**src/rtl/dp_ram_pkg.sv**
```systemverilog
// Shared definitions for masters of the dual-port synchronous RAM: FSM states and
// the active-low strobe encodings, ordered {cs_n, we_n, oe_n}.
package dp_ram_pkg;

    typedef enum logic [2:0] {
        IDLE,
        WR,
        RD,
        CAP,
        RSP
    } state_t;

    localparam logic [2:0] STB_IDLE  = 3'b111;
    localparam logic [2:0] STB_WRITE = 3'b001;
    localparam logic [2:0] STB_READ  = 3'b010;

endpackage

```
**src/rtl/dp_ram_port_master.sv**
```systemverilog
// Valid/ready command-to-RAM-strobe sequencer for one dual-port RAM port; read data comes back on a response stream.
// Optional multi-beat reads with address wrap are enabled by defining DP_RAM_MASTER_BURST_EN.
module dp_ram_port_master
    import dp_ram_pkg::*;
#(
    parameter int ADDR_WIDTH = 4,
    parameter int DATA_WIDTH = 16,
    parameter int LEN_WIDTH  = 4
) (
    input  logic                  clk,
    input  logic                  reset,
    input  logic                  cmd_valid,
    output logic                  cmd_ready,
    input  logic                  cmd_write,
    input  logic [ADDR_WIDTH-1:0] cmd_addr,
    input  logic [DATA_WIDTH-1:0] cmd_wdata,
`ifdef DP_RAM_MASTER_BURST_EN
    input  logic [LEN_WIDTH-1:0]  cmd_len,
`endif
    output logic                  rsp_valid,
    input  logic                  rsp_ready,
    output logic [DATA_WIDTH-1:0] rsp_data,
    output logic                  busy,
    output logic                  ram_cs_n,
    output logic                  ram_we_n,
    output logic                  ram_oe_n,
    output logic [ADDR_WIDTH-1:0] ram_addr,
    output logic [DATA_WIDTH-1:0] ram_wdata,
    input  logic [DATA_WIDTH-1:0] ram_rdata
);

    state_t                state, state_nxt;
    logic [2:0]            stb, stb_nxt;
    logic [ADDR_WIDTH-1:0] addr_nxt;
    logic [DATA_WIDTH-1:0] wdata_nxt;
    logic                  rsp_valid_nxt;
    logic [DATA_WIDTH-1:0] rsp_data_nxt;
`ifdef DP_RAM_MASTER_BURST_EN
    logic [LEN_WIDTH-1:0]  beats_left, beats_left_nxt;
`endif

    // Ready is masked during reset so a held command is never seen as accepted.
    assign cmd_ready = (state == IDLE) && !reset;
    assign busy      = (state != IDLE);
    assign {ram_cs_n, ram_we_n, ram_oe_n} = stb;

    always_comb begin
        state_nxt      = state;
        stb_nxt        = stb;
        addr_nxt       = ram_addr;
        wdata_nxt      = ram_wdata;
        rsp_valid_nxt  = rsp_valid;
        rsp_data_nxt   = rsp_data;
`ifdef DP_RAM_MASTER_BURST_EN
        beats_left_nxt = beats_left;
`endif
        case (state)
            IDLE: begin
                if (cmd_valid) begin
                    addr_nxt = cmd_addr;
                    if (cmd_write) begin
                        state_nxt = WR;
                        stb_nxt   = STB_WRITE;
                        wdata_nxt = cmd_wdata;
                    end else begin
                        state_nxt = RD;
                        stb_nxt   = STB_READ;
`ifdef DP_RAM_MASTER_BURST_EN
                        beats_left_nxt = cmd_len;
`endif
                    end
                end
            end
            WR: begin
                stb_nxt   = STB_IDLE;
                state_nxt = IDLE;
            end
            RD: begin
                stb_nxt   = STB_IDLE;
                state_nxt = CAP;
            end
            CAP: begin
                rsp_data_nxt  = ram_rdata;
                rsp_valid_nxt = 1'b1;
                state_nxt     = RSP;
            end
            RSP: begin
                // Strobes are left untouched here; the RAM sees idle for the whole wait.
                if (rsp_ready) begin
                    rsp_valid_nxt = 1'b0;
                    state_nxt     = IDLE;
`ifdef DP_RAM_MASTER_BURST_EN
                    if (beats_left != '0) begin
                        beats_left_nxt = beats_left - LEN_WIDTH'(1);
                        addr_nxt       = ram_addr + ADDR_WIDTH'(1);
                        stb_nxt        = STB_READ;
                        state_nxt      = RD;
                    end
`endif
                end
            end
            default: begin
                stb_nxt   = STB_IDLE;
                state_nxt = IDLE;
            end
        endcase
    end

    always_ff @(posedge clk or posedge reset) begin
        if (reset) begin
            state      <= IDLE;
            stb        <= STB_IDLE;
            ram_addr   <= '0;
            ram_wdata  <= '0;
            rsp_valid  <= 1'b0;
            rsp_data   <= '0;
`ifdef DP_RAM_MASTER_BURST_EN
            beats_left <= '0;
`endif
        end else begin
            state      <= state_nxt;
            stb        <= stb_nxt;
            ram_addr   <= addr_nxt;
            ram_wdata  <= wdata_nxt;
            rsp_valid  <= rsp_valid_nxt;
            rsp_data   <= rsp_data_nxt;
`ifdef DP_RAM_MASTER_BURST_EN
            beats_left <= beats_left_nxt;
`endif
        end
    end

endmodule

```
**config.mk**
```make
export PLATFORM = sky130hd
export DESIGN_NAME = dp_ram_port_master
export DESIGN_NICKNAME = d
export VERILOG_FILES = /design/src/rtl/dp_ram_pkg.sv /design/src/rtl/dp_ram_port_master.sv
export SDC_FILE = /design/constraint.sdc
export NUM_CORES = 1
export LEC_CHECK = 0
export ABC_AREA = 1
export ABC_CLOCK_PERIOD_IN_PS = 3300
export CAP_MARGIN = 20
export CORE_UTILIZATION = 45
export CTS_CLUSTER_SIZE = 12
export DETAILED_ROUTE_END_ITERATION = 12
export HOLD_SLACK_MARGIN = 0.06
export PLACE_DENSITY = 0.85
export SETUP_SLACK_MARGIN = 0.3
export SLEW_MARGIN = 20
export SYNTH_ARGS = -nofsm -noshare
export SYNTH_HDL_FRONTEND = slang
export SYNTH_SLANG_ARGS = --single-unit
```
**constraint.sdc**
```tcl
create_clock -name clk -period 3.3 [get_ports clk]
set_input_delay 0.33 -clock clk [delete_from_list [all_inputs] [get_ports clk]]
set_output_delay 0.33 -clock clk [all_outputs]
set_load 0.005 [all_outputs]
```
# After elaboration in Yosys (flattened, before gate mapping)

Index checks and enable logic that the tools add are counted.

Equal/unequal tests: 5
Muxes and demuxes: 7
Bitwise gates (word level): 1
Reduce and logical (&&, ||, !) cells: 11

Operators with widths:

| operator             | number |
|---|---|
| $pmux W3 S4          | 1 |
| $reduce_and A2 Y1    | 4 |
| $eq A3 B2 Y1 const B | 2 |
| $mux W3              | 2 |
| $pmux W3 S2          | 1 |
| $ne A2 B2 Y1 const B | 2 |
| $eq A3 B3 Y1 const B | 1 |
| $logic_not A3 Y1     | 1 |
| $reduce_and A3 Y1    | 1 |
| $reduce_bool A3 Y1   | 1 |
| $mux W2              | 1 |
| $pmux W1 S2          | 1 |
| $reduce_bool A2 Y1   | 1 |
| $reduce_or A2 Y1     | 1 |
| $logic_and A1 B1 Y1  | 1 |
| $logic_not A1 Y1     | 1 |
| $mux W1              | 1 |
| $not A1 Y1           | 1 |

Flip-flop bits (word level): 43
Bits of input ports: 41
Output and inout bits: 42
Word-level logic and storage cells: 30

# Logic depth before layout (Yosys ltp)

Depth after elaboration: 4
Mapped depth: 6
Depth with buffers taken out: 6

# Worst setup path after synthesis

No wires, ideal clock.

Path kind: flip-flop to output port
From: reg state[0]
To: out cmd_ready
Data arrival time: 952 ps
Data required time: 2970 ps
Slack: 2018 ps
Stages on the path, launching flop included: 6
Path buffers: 0
Cells stage by stage: dfrtp_1 inv_1 nand2_1 nor2_4 inv_1 nor2_1

Word-level cells in the longest chain between the ends: 2

RTL lines:

| item                   | RTL line                  | RTL |
|---|---|---|
| from (decl)            | dp_ram_port_master.sv:32  | `state_t state, state_nxt;` |
| from (signal assigned) | dp_ram_port_master.sv:121 | `state <= state_nxt;` |
| $logic_not A3 Y1       | dp_ram_port_master.sv:43  | `assign cmd_ready = (state == IDLE) && !reset;` |
| $logic_and A1 B1 Y1    | dp_ram_port_master.sv:43  |  |
| to (decl)              | dp_ram_port_master.sv:13  | `output logic cmd_ready,` |

No other way between the ends.

# Final worst setup path

Ends and elaborated chain as after synthesis.

==> reports/qor.yml <==
path_clk_slew_ns: 0.08
tightest_slew_ns: 0.855
final_hold_viol_count: 0
synthFlopType: "dfrtp_1"
vias: 1499
ant_nets: 0
cts_root_buf: "clkbuf_8"
globalplace.congestion: 0.748
cts.repair.resized: 0
synth_common_cells: "nand2_1, dfrtp_1, inv_1"
vias_per_cell: 4.53
setup_viol: 0
critPathArrivalTime_ns: 1.82
syn_area_sq_um: 1860
rows: 23
worstSetupEndpointType: "output pin"
drv_slew: 0
design_area_sq_um: 2780
stdcell_count: 331
pin_count: 83
start_util_pct: 46.5
top_layer: "met4"
dp_cells: 323
grt-ovfl-total: 0
dr_wl_met3_microns: 266
ys_seq_elements: 43
clk_latency_ns: 0.30
dr.pass1.iters: 4
diodes: 0
die_y_microns: 66.3
area_delta_synth_final_pct: 49.4
setup_tns_ns: 0
wirelength_met1_mm: 1.53
rsz0062_at_grt: "false"
postCtsSetupRepairBufs: 0
p_per_area_nw_per_um2: 848
cts_buffers: 5
yosysSeqAreaShare_pct: 58.0
p_leak_nw: 1.36
syn_nets: 237
ys_warn_count: 0
syn_area_per_cell_sq_um: 9.50
placed_cell_area_sq_um: 2700
hpwlAfterDp_mm: 2.73
period_needed_ns: 2.15
slew_headroom_pct: 42.6
crit_type: "flop to output pin"
clockBufferDepth: 2
antenna_found_initial: 0
syn_inst: 196
cts_tree: "built"
die_w_microns: 66.3
routed_wl_mm: 3.63
drc_errors: 0
status: "finished, final reports clean"
yosysMostFrequentCell: "nand2_1"
postCtsHoldBufs: 0
core_area_sq_um: 4000
portBuffers: 82
drive_above_1_share_pct: 11.7
async_reset_ff_share_pct: 100
first_global_vias: 1337
h-tree-depth: 2
synth_edf_count: 0
cap_violations: 0
synth.top_cell.area_share_pct: 53.8
power_w: 0.00236
ys_top_cells_by_area: "dfrtp_1, nand2_1, inv_1"
min_period_over_period_pct: 65.2
cp.required_ns: 2.97
grt.total_usage_pct: 18.4
reg2reg_depth: 4
cts.sinks: 43
synth_cell_types: 19
drt_iter0_drc: 95
fin_nets: 321
crit_fanout: 6
wl_per_cell_microns: 11.0
yosys.area.top_type: "dfrtp_1"
die_area_sq_um: 4400
wl_met2_mm: 1.79
skew_ns: 0.00898
startpoint_type: "flop"
max-vdd-ir-drop_v: 0.000429
min_path_type: "primary input to asynchronous set/reset pin"
grt_first_pass_wirelength_mm: 5.94
max_clock_freq_ghz: 0.465
grt_start_max_net_pins: 36
layout by cell type, fill, tap and decap left out, drive strengths merged:
cell type | Yosys | layout
clkinvlp | 0 | 1
buf | 6 | 1
clkinv | 0 | 2
clkdlybuf4s50 | 0 | 82
inv | 39 | 38
nand3 | 10 | 10
nor2 | 3 | 3
nand3b | 2 | 2
dfrtp | 40 | 40
nand2 | 55 | 55
o21ai | 34 | 34
a21oi | 2 | 2
nor3 | 1 | 1
clkbuf | 0 | 6
nand4 | 1 | 1
dfstp | 3 | 3
stage by stage:
step	setup slack, ns	util [%]	hold slack [ns]
after CTS	1.12	69.5	0.451
after floorplan	1.97	-	0.452
final	1.15	69.5	0.433
after global routing	0.973	69.5	0.478
after detailed placement	1.42	67.4	0.453
after global placement	1.44	67.4	0.449
critical path, stage by stage (launching register included):
cell             delay, ns
dfrtp_1               0.47
inv_1                 0.11
nand2_1               0.11
nor2_4                0.17
inv_1                 0.08
nor2_1                0.08
clkdlybuf4s50_1       0.51
kinds of logic after synthesis:
family / after synthesis / synth area share, %
AND/OR/NAND/NOR: 72 / 18.2
buffers and inverters: 45 / 10.9
flip-flops: 43 / 58.0
AO/OA/AOI/OAI: 36 / 12.9
state kept, by name, indices dropped and copies added, names as in the netlist:
signal,count
state,3
rsp_data,16
ram_addr,4
stb,3
rsp_valid,1
ram_wdata,16
final timing paths:
kind,startpoint,endpoint,slack [ns]
max,state[0],cmd_ready,1.15
min,reset,ram_addr[1],0.43
max reg2reg,state[0],ram_wdata[15],1.72
min reg2reg,stb[1],stb[1],0.46
max in group asynchronous,reset,rsp_data[8],2.19
min in group clk,stb[1],stb[1],0.46
per-layer routing:
metal / global-route usage (%) / vias to the layer above
li1: - / 774
met1: 21.4 / 668
met2: 29.6 / 50
met3: 7.93 / 7
met4: 7.45 / 0
met5: 0 / -
final cells by class:
class | count | area (sq um)
Fill cell | 317 | 1220
Sequential cell | 43 | 1080
Timing Repair Buffer | 83 | 828
Multi-Input combinational cell | 108 | 579
Inverter | 39 | 146
Clock buffer | 6 | 72.6
Tap cell | 50 | 62.6
Clock inverter | 2 | 12.5
where the power goes:
group	internal [W]	leakage [nW]	switching (W)
Combinational	0.000640	0.795	0.000449
Sequential	0.000793	0.526	0.000158
Clock	0.000148	0.0412	0.000171
Total	0.00158	1.36	0.000778
Note: power is estimated with default switching activity, not from simulation.
